**src/rtl/ahb_pkg.sv**
```systemverilog
// ahb_pkg: shared AHB-Lite encodings and the transfer alignment rule
package ahb_pkg;
  localparam logic [1:0] HTRANS_IDLE   = 2'b00;
  localparam logic [1:0] HTRANS_BUSY   = 2'b01;
  localparam logic [1:0] HTRANS_NONSEQ = 2'b10;
  localparam logic [1:0] HTRANS_SEQ    = 2'b11;
  localparam logic [2:0] HSIZE_BYTE    = 3'd0;
  localparam logic [2:0] HSIZE_HALF    = 3'd1;
  localparam logic [2:0] HSIZE_WORD    = 3'd2;
  localparam logic [2:0] HBURST_SINGLE = 3'b000;
  localparam logic       HRESP_OKAY    = 1'b0;
  localparam logic       HRESP_ERROR   = 1'b1;
  function automatic logic is_aligned(input logic [2:0] size, input logic [1:0] addr);
    return size == HSIZE_BYTE || (size == HSIZE_HALF && !addr[0]) || (size == HSIZE_WORD && addr == 2'b00);
  endfunction
endpackage

```
**src/rtl/ahb_lane_mux.sv**
```systemverilog
// ahb_lane_mux: write-lane replication and read-lane extraction by size and address
module ahb_lane_mux
  import ahb_pkg::*;
(
  input  logic [2:0]  wr_size,
  input  logic [31:0] wr_data,
  output logic [31:0] wr_lanes,
  input  logic [2:0]  rd_size,
  input  logic [1:0]  rd_addr,
  input  logic [31:0] rd_data,
  output logic [31:0] rd_lane
);
  // replicate right-justified write data across all lanes; pick the addressed read lane
  always_comb begin
    wr_lanes = wr_size == HSIZE_BYTE ? {4{wr_data[7:0]}} :
               wr_size == HSIZE_HALF ? {2{wr_data[15:0]}} : wr_data;
    rd_lane  = rd_size == HSIZE_BYTE ? 32'(rd_data[{rd_addr, 3'b000} +: 8]) :
               rd_size == HSIZE_HALF ? 32'(rd_data[{rd_addr[1], 4'b0000} +: 16]) : rd_data;
  end
endmodule

```
**src/rtl/ahb_cmd_master.sv**
```systemverilog
// ahb_cmd_master: valid/ready command port to AHB-Lite SINGLE NONSEQ transfers
module ahb_cmd_master
  import ahb_pkg::*;
#(
  parameter int          AWIDTH    = 10,
  parameter logic [3:0]  HPROT_VAL = 4'b0011
) (
  input  logic              HCLK,
  input  logic              HRESET,
  input  logic              CMD_VALID,
  output logic              CMD_READY,
  input  logic              CMD_WRITE,
  input  logic [AWIDTH-1:0] CMD_ADDR,
  input  logic [1:0]        CMD_SIZE,
  input  logic [31:0]       CMD_WDATA,
  output logic              RSP_VALID,
  output logic [31:0]       RSP_RDATA,
  output logic              RSP_ERR,
  output logic              RSP_LOCAL,
  output logic [AWIDTH-1:0] HADDR,
  output logic [1:0]        HTRANS,
  output logic              HWRITE,
  output logic [2:0]        HSIZE,
  output logic [2:0]        HBURST,
  output logic              HMASTLOCK,
  output logic [3:0]        HPROT,
  output logic [31:0]       HWDATA,
  input  logic [31:0]       HRDATA,
  input  logic              HREADY,
  input  logic              HRESP,
  output logic              BUSY,
  output logic [15:0]       XFER_COUNT,
  output logic [7:0]        ERR_COUNT
);
  logic        dp_valid_q, dp_valid_d, dp_write_q, dp_write_d;
  logic [2:0]  dp_size_q, dp_size_d;
  logic [1:0]  dp_addr_q, dp_addr_d;
  logic [31:0] hwdata_q, hwdata_d, rsp_rdata_q, rsp_rdata_d;
  logic        rsp_valid_q, rsp_valid_d, rsp_err_q, rsp_err_d, rsp_local_q, rsp_local_d;
  logic [15:0] xfer_q, xfer_d;
  logic [7:0]  errc_q, errc_d;
  logic [2:0]  hsize;
  logic [31:0] wr_lanes, rd_lane;
  logic        aligned, cancel, bus_acc, loc_acc, done, bus_err;

  ahb_lane_mux u_lane (
    .wr_size (hsize),
    .wr_data (CMD_WDATA),
    .wr_lanes(wr_lanes),
    .rd_size (dp_size_q),
    .rd_addr (dp_addr_q),
    .rd_data (HRDATA),
    .rd_lane (rd_lane)
  );

  // address phase comes straight from the command; a pending local-error response blocks it
  always_comb begin
    hsize     = {1'b0, CMD_SIZE};
    aligned   = is_aligned(hsize, CMD_ADDR[1:0]);
    cancel    = dp_valid_q & HRESP & ~HREADY;
    CMD_READY = ~HRESET & HREADY & ~cancel & ~rsp_local_q & (aligned | ~dp_valid_q);
    bus_acc   = CMD_VALID & CMD_READY & aligned;
    loc_acc   = CMD_VALID & CMD_READY & ~aligned;
    done      = dp_valid_q & HREADY;
    bus_err   = HRESP == HRESP_ERROR;
    HTRANS    = (~HRESET & CMD_VALID & aligned & ~cancel & ~rsp_local_q) ? HTRANS_NONSEQ : HTRANS_IDLE;
    HADDR     = HRESET ? '0 : CMD_ADDR;
    HWRITE    = ~HRESET & CMD_WRITE;
    HSIZE     = hsize;
    HBURST    = HBURST_SINGLE;
    HMASTLOCK = 1'b0;
    HPROT     = HPROT_VAL;
    HWDATA    = hwdata_q;
    BUSY      = dp_valid_q;
    RSP_VALID = rsp_valid_q;
    RSP_RDATA = rsp_rdata_q;
    RSP_ERR   = rsp_err_q;
    RSP_LOCAL = rsp_local_q;
    XFER_COUNT = xfer_q;
    ERR_COUNT  = errc_q;
  end

  // next-state for the data-phase register, response pulse and counters
  always_comb begin
    dp_valid_d  = bus_acc | (dp_valid_q & ~HREADY);
    dp_write_d  = bus_acc ? CMD_WRITE : dp_write_q;
    dp_size_d   = bus_acc ? hsize : dp_size_q;
    dp_addr_d   = bus_acc ? CMD_ADDR[1:0] : dp_addr_q;
    hwdata_d    = bus_acc ? wr_lanes : hwdata_q;
    rsp_valid_d = done | loc_acc;
    rsp_err_d   = done ? bus_err : loc_acc;
    rsp_local_d = loc_acc;
    rsp_rdata_d = (done & ~dp_write_q) ? rd_lane : '0;
    xfer_d      = xfer_q + 16'(done);
    errc_d      = (((done & bus_err) | loc_acc) & (errc_q != 8'hFF)) ? errc_q + 8'd1 : errc_q;
  end

  // state registers, cleared immediately by reset
  always_ff @(posedge HCLK or posedge HRESET)
    if (HRESET) begin
      dp_valid_q  <= 1'b0;
      dp_write_q  <= 1'b0;
      dp_size_q   <= '0;
      dp_addr_q   <= '0;
      hwdata_q    <= '0;
      rsp_valid_q <= 1'b0;
      rsp_err_q   <= 1'b0;
      rsp_local_q <= 1'b0;
      rsp_rdata_q <= '0;
      xfer_q      <= '0;
      errc_q      <= '0;
    end else begin
      dp_valid_q  <= dp_valid_d;
      dp_write_q  <= dp_write_d;
      dp_size_q   <= dp_size_d;
      dp_addr_q   <= dp_addr_d;
      hwdata_q    <= hwdata_d;
      rsp_valid_q <= rsp_valid_d;
      rsp_err_q   <= rsp_err_d;
      rsp_local_q <= rsp_local_d;
      rsp_rdata_q <= rsp_rdata_d;
      xfer_q      <= xfer_d;
      errc_q      <= errc_d;
    end
endmodule

```
**config.mk**
```make
export PLATFORM = sky130hd
export DESIGN_NAME = ahb_cmd_master
export DESIGN_NICKNAME = d
export VERILOG_FILES = /design/src/rtl/ahb_pkg.sv /design/src/rtl/ahb_lane_mux.sv /design/src/rtl/ahb_cmd_master.sv
export SDC_FILE = /design/constraint.sdc
export NUM_CORES = 1
export LEC_CHECK = 0
export BUFFER_PORTS_ARGS = -buffer_cell sky130_fd_sc_hd__buf_2
export CORE_MARGIN = 2
export CORE_UTILIZATION = 51
export CTS_CLUSTER_DIAMETER = 150
export DETAILED_ROUTE_END_ITERATION = 6
export GPL_ROUTABILITY_DRIVEN = 0
export MAX_ROUTING_LAYER = met4
export PLACE_DENSITY = 0.85
export SETUP_SLACK_MARGIN = 0.02
export SLEW_MARGIN = 20
export SYNTH_ARGS = -nofsm -noshare
export SYNTH_HDL_FRONTEND = slang
export SYNTH_SLANG_ARGS = --single-unit
```
**constraint.sdc**
```tcl
create_clock -name HCLK -period 4.45 [get_ports HCLK]
set_input_delay 0.2225 -clock HCLK [delete_from_list [all_inputs] [get_ports HCLK]]
set_output_delay 0.2225 -clock HCLK [all_outputs]
set_load 0.005 [all_outputs]
```
==> impl_metrics.ini <==
[final_layout]
antenna_cells = 0
fin_cells = 702
seq_area_um2 = 2427
drive_gt1_share_pct = 39.56
fill_cells = 685
nets = 676
syn_to_final_growth_pct = 26.03
multi_input_area_um2 = 1933

[synth]
async_flop_share_pct = 100.0
synth_top_area_share_pct = 53.43
synth.distinct_cells = 42
yosys_most_used_dff = dfrtp_1
synth_xor_area_share_pct = 2.892
synthAdderAreaFrac_pct = 0.8262
synth-compound-area-share_pct = 8.758
yosysTopAreaCell = dfrtp_1
synth-simple-area-share_pct = 13.94
synth_warnings = 0
ys_seq_area_share_pct = 53.43
syn_inst = 413
synthMuxAreaShare_pct = 14.98
synth_edf_count = 0
ys_ff_latch = 97
yosysMostFrequentCell = dfrtp_1
netlist_area_um2 = 4543
synthTopCellsByCount = dfrtp_1 (97), nand2_1 (53), mux2i_1 (32)
synth_top_family_by_area = multiplexers
avgSynthCellArea_um2 = 11.00
synthTopCellsByArea = dfrtp_1 (53%), mux2i_1 (7.1%), nand2_1 (4.4%)

[route]
vias_per_cell = 5.389
drt_iter0_drc = 127
wl_mm = 11.45
first_pass_iters = 6
final_antenna_net_count = 0
wl_per_cell_um = 16.31
drc_errors = 0
via_count = 3783

[placement]
dp_hpwl_mm = 8.432
place_inst = 687
io_buffers = 188

[pwr]
leakage_nw = 3.210
ir_worst_vdd_mv = 0.2092
power_density_nw_per_um2 = 373.7

[clock_tree]
cts.repair.resized = 0
clkTransAtPathRegs_ns = 0.09
h-tree-depth = 3
clock-root-buffer = clkbuf_8
clk_latency_ns = 0.35
cts_max_path_buffers = 2
cts_tree = built
cts_setup_buffers = 0
numCtsBuffers = 9
clock-sinks = 97
hold_buffers = 0

[critical_path]
start_kind = flop
r2r_cells = 3
critPathMaxStageDelay_ns = 0.80
slowest_stage = nand3b_1
crit_cells = 3
regToRegEndpoint = RSP_RDATA[5]
crit_path_end = RSP_RDATA[5]
critical_path_arrival_ns = 2.29
reg2reg_from = dp_size_q[1]
startpoint = dp_size_q[1]
rrSetupSlack_ns = 2.35
crit_chain = nand3b_1, mux2i_1, o22ai_1
worstPathRequired_ns = 4.64
cp.buffers_inverters = 0
worstPathMaxFanout = 21
crit_family = simple AND/OR/NAND/NOR gates
worstSetupPathType = flop to flop
cp-end-kind = flop

[global_routing]
grt_pass1_wl_mm = 18.16
grt_max_degree = 60
overflow = 0
use_met3_pct = 3.651
grt_pass1_vias = 3654
grt_antenna_before_repair = 0
track_usage_pct = 24.12
busiest_layer = met2
grtUsageMet1_pct = 31.54
use_met2_pct = 38.98

[floorplanning]
dieArea_um2 = 9679
core.rowCount = 34
die_w_um = 98.38
io_pins = 199
initial_core_util_pct = 52.35
core-area_um2 = 8678
die_h_um = 98.38

[timing]
hold_violations = 0
slew_headroom_pct = 40.85
drv_slew = 0
finClkSkew_ns = 0.01241
fmax_mhz = 475.3
rsz0062_at_grt = false
tightest_slew_ns = 0.8846
period_needed_ns = 2.104
period_share_pct = 47.28
finalSetupViolations = 0
fin_tns_setup_ns = 0

[worst_hold_path]
hp-class = input pin to asynchronous set/reset pin

[run_status]
status = finished clean

[flow_run]
maxCapViolations = 0
[power by group]
part / leakage, nW / switching [mW] / total [mW] / internal, mW
sequential: 1.28 / 0.120 / 1.12 / 0.999
clock: 0.0913 / 0.283 / 0.552 / 0.269
combinational: 1.83 / 0.225 / 0.469 / 0.243
[registers in the layout (all words and copies together) (netlist names), 2 cells and up]
signal and cells:
dp_size_q 2, HWDATA 32, ERR_COUNT 8, dp_addr_q 2
RSP_RDATA 32, XFER_COUNT 16
[stage by stage]
| step | utilization [%] | hold slack (ns) | power, mW | worst slack (ns) | area (um2) |
|---|---|---|---|---|---|
| finish | 65.97 | 0.1054 | 2.140 | 2.346 | 5725 |
| global route | 65.97 | 0.1144 | 2.268 | 2.182 | 5725 |
| CTS | 65.66 | 0.1112 | 2.161 | 2.370 | 5698 |
| floorplan | - | 0.3532 | 1.376 | 1.486 | 4573 |
| global placement | 63.49 | 0.4505 | 1.587 | 2.107 | 5510 |
| detailed placement | 63.54 | 0.4673 | 1.613 | 1.981 | 5514 |
[logic make-up after synthesis]
| family | Yosys count |
|---|---|
| flops | 97 |
| fa+ha+maj | 3 |
| simple gates | 126 |
| other cells | 2 |
| mux | 56 |
| xor+xnor | 15 |
| buf+inv | 47 |
| compound gates | 67 |
[worst min-delay path by stage]
| stage | endpoint | cells after the start |
|---|---|---|
| 3_5_place_dp | HWDATA[25] | 2 |
| 5_1_grt | dp_write_q | 2 |
| 6_report | RSP_ERR | 2 |
| 4_1_cts | RSP_RDATA[13] | 3 |
| 2_1_floorplan | RSP_RDATA[10] | 2 |
| 3_3_place_gp | XFER_COUNT[15] | 1 |
[worst reg2reg max path, cell delays in order (launching register included)]
cell,delay [ns]
dfrtp_1,0.62
nand3b_1,0.81
mux2i_1,0.41
o22ai_1,0.12
[cells in the final DEF, fill, tap and decap left out, drive strengths merged, types with 2 or more instances in the layout]
master / n
nor2b: 11
dfrtp: 97
nor2: 18
mux2i: 32
xnor2: 9
and4: 2
o22ai: 8
mux4: 8
clkbuf: 11
and3: 20
a31oi: 7
nand4: 3
a41oi: 2
o2111ai: 3
nand2: 53
o21ai: 27
buf: 192
ha: 3
a21oi: 18
nor3: 3
xor2: 6
nand3: 8
inv: 14
conb: 10
or2: 2
mux2: 16
[per-layer routing]
| layer | routed length, um | share of wire (%) |
|---|---|---|
| met5 | 0 | 0 |
| met4 | 178 | 1.6 |
| met3 | 746 | 6.5 |
| met2 | 5752 | 50 |
| met1 | 4769 | 42 |
[layout make-up]
| type | instances | share of cell area, % |
|---|---|---|
| Clock buffer | 11 | 2.469 |
| Tap cell | 108 | 2.360 |
| Clock inverter | 3 | 0.7430 |
| Sequential cell | 97 | 42.40 |
| Multi-Input combinational cell | 277 | 33.76 |
| Inverter | 14 | 0.9615 |
| Timing Repair Buffer | 192 | 17.31 |
Note: power is estimated with default switching activity, not from simulation.
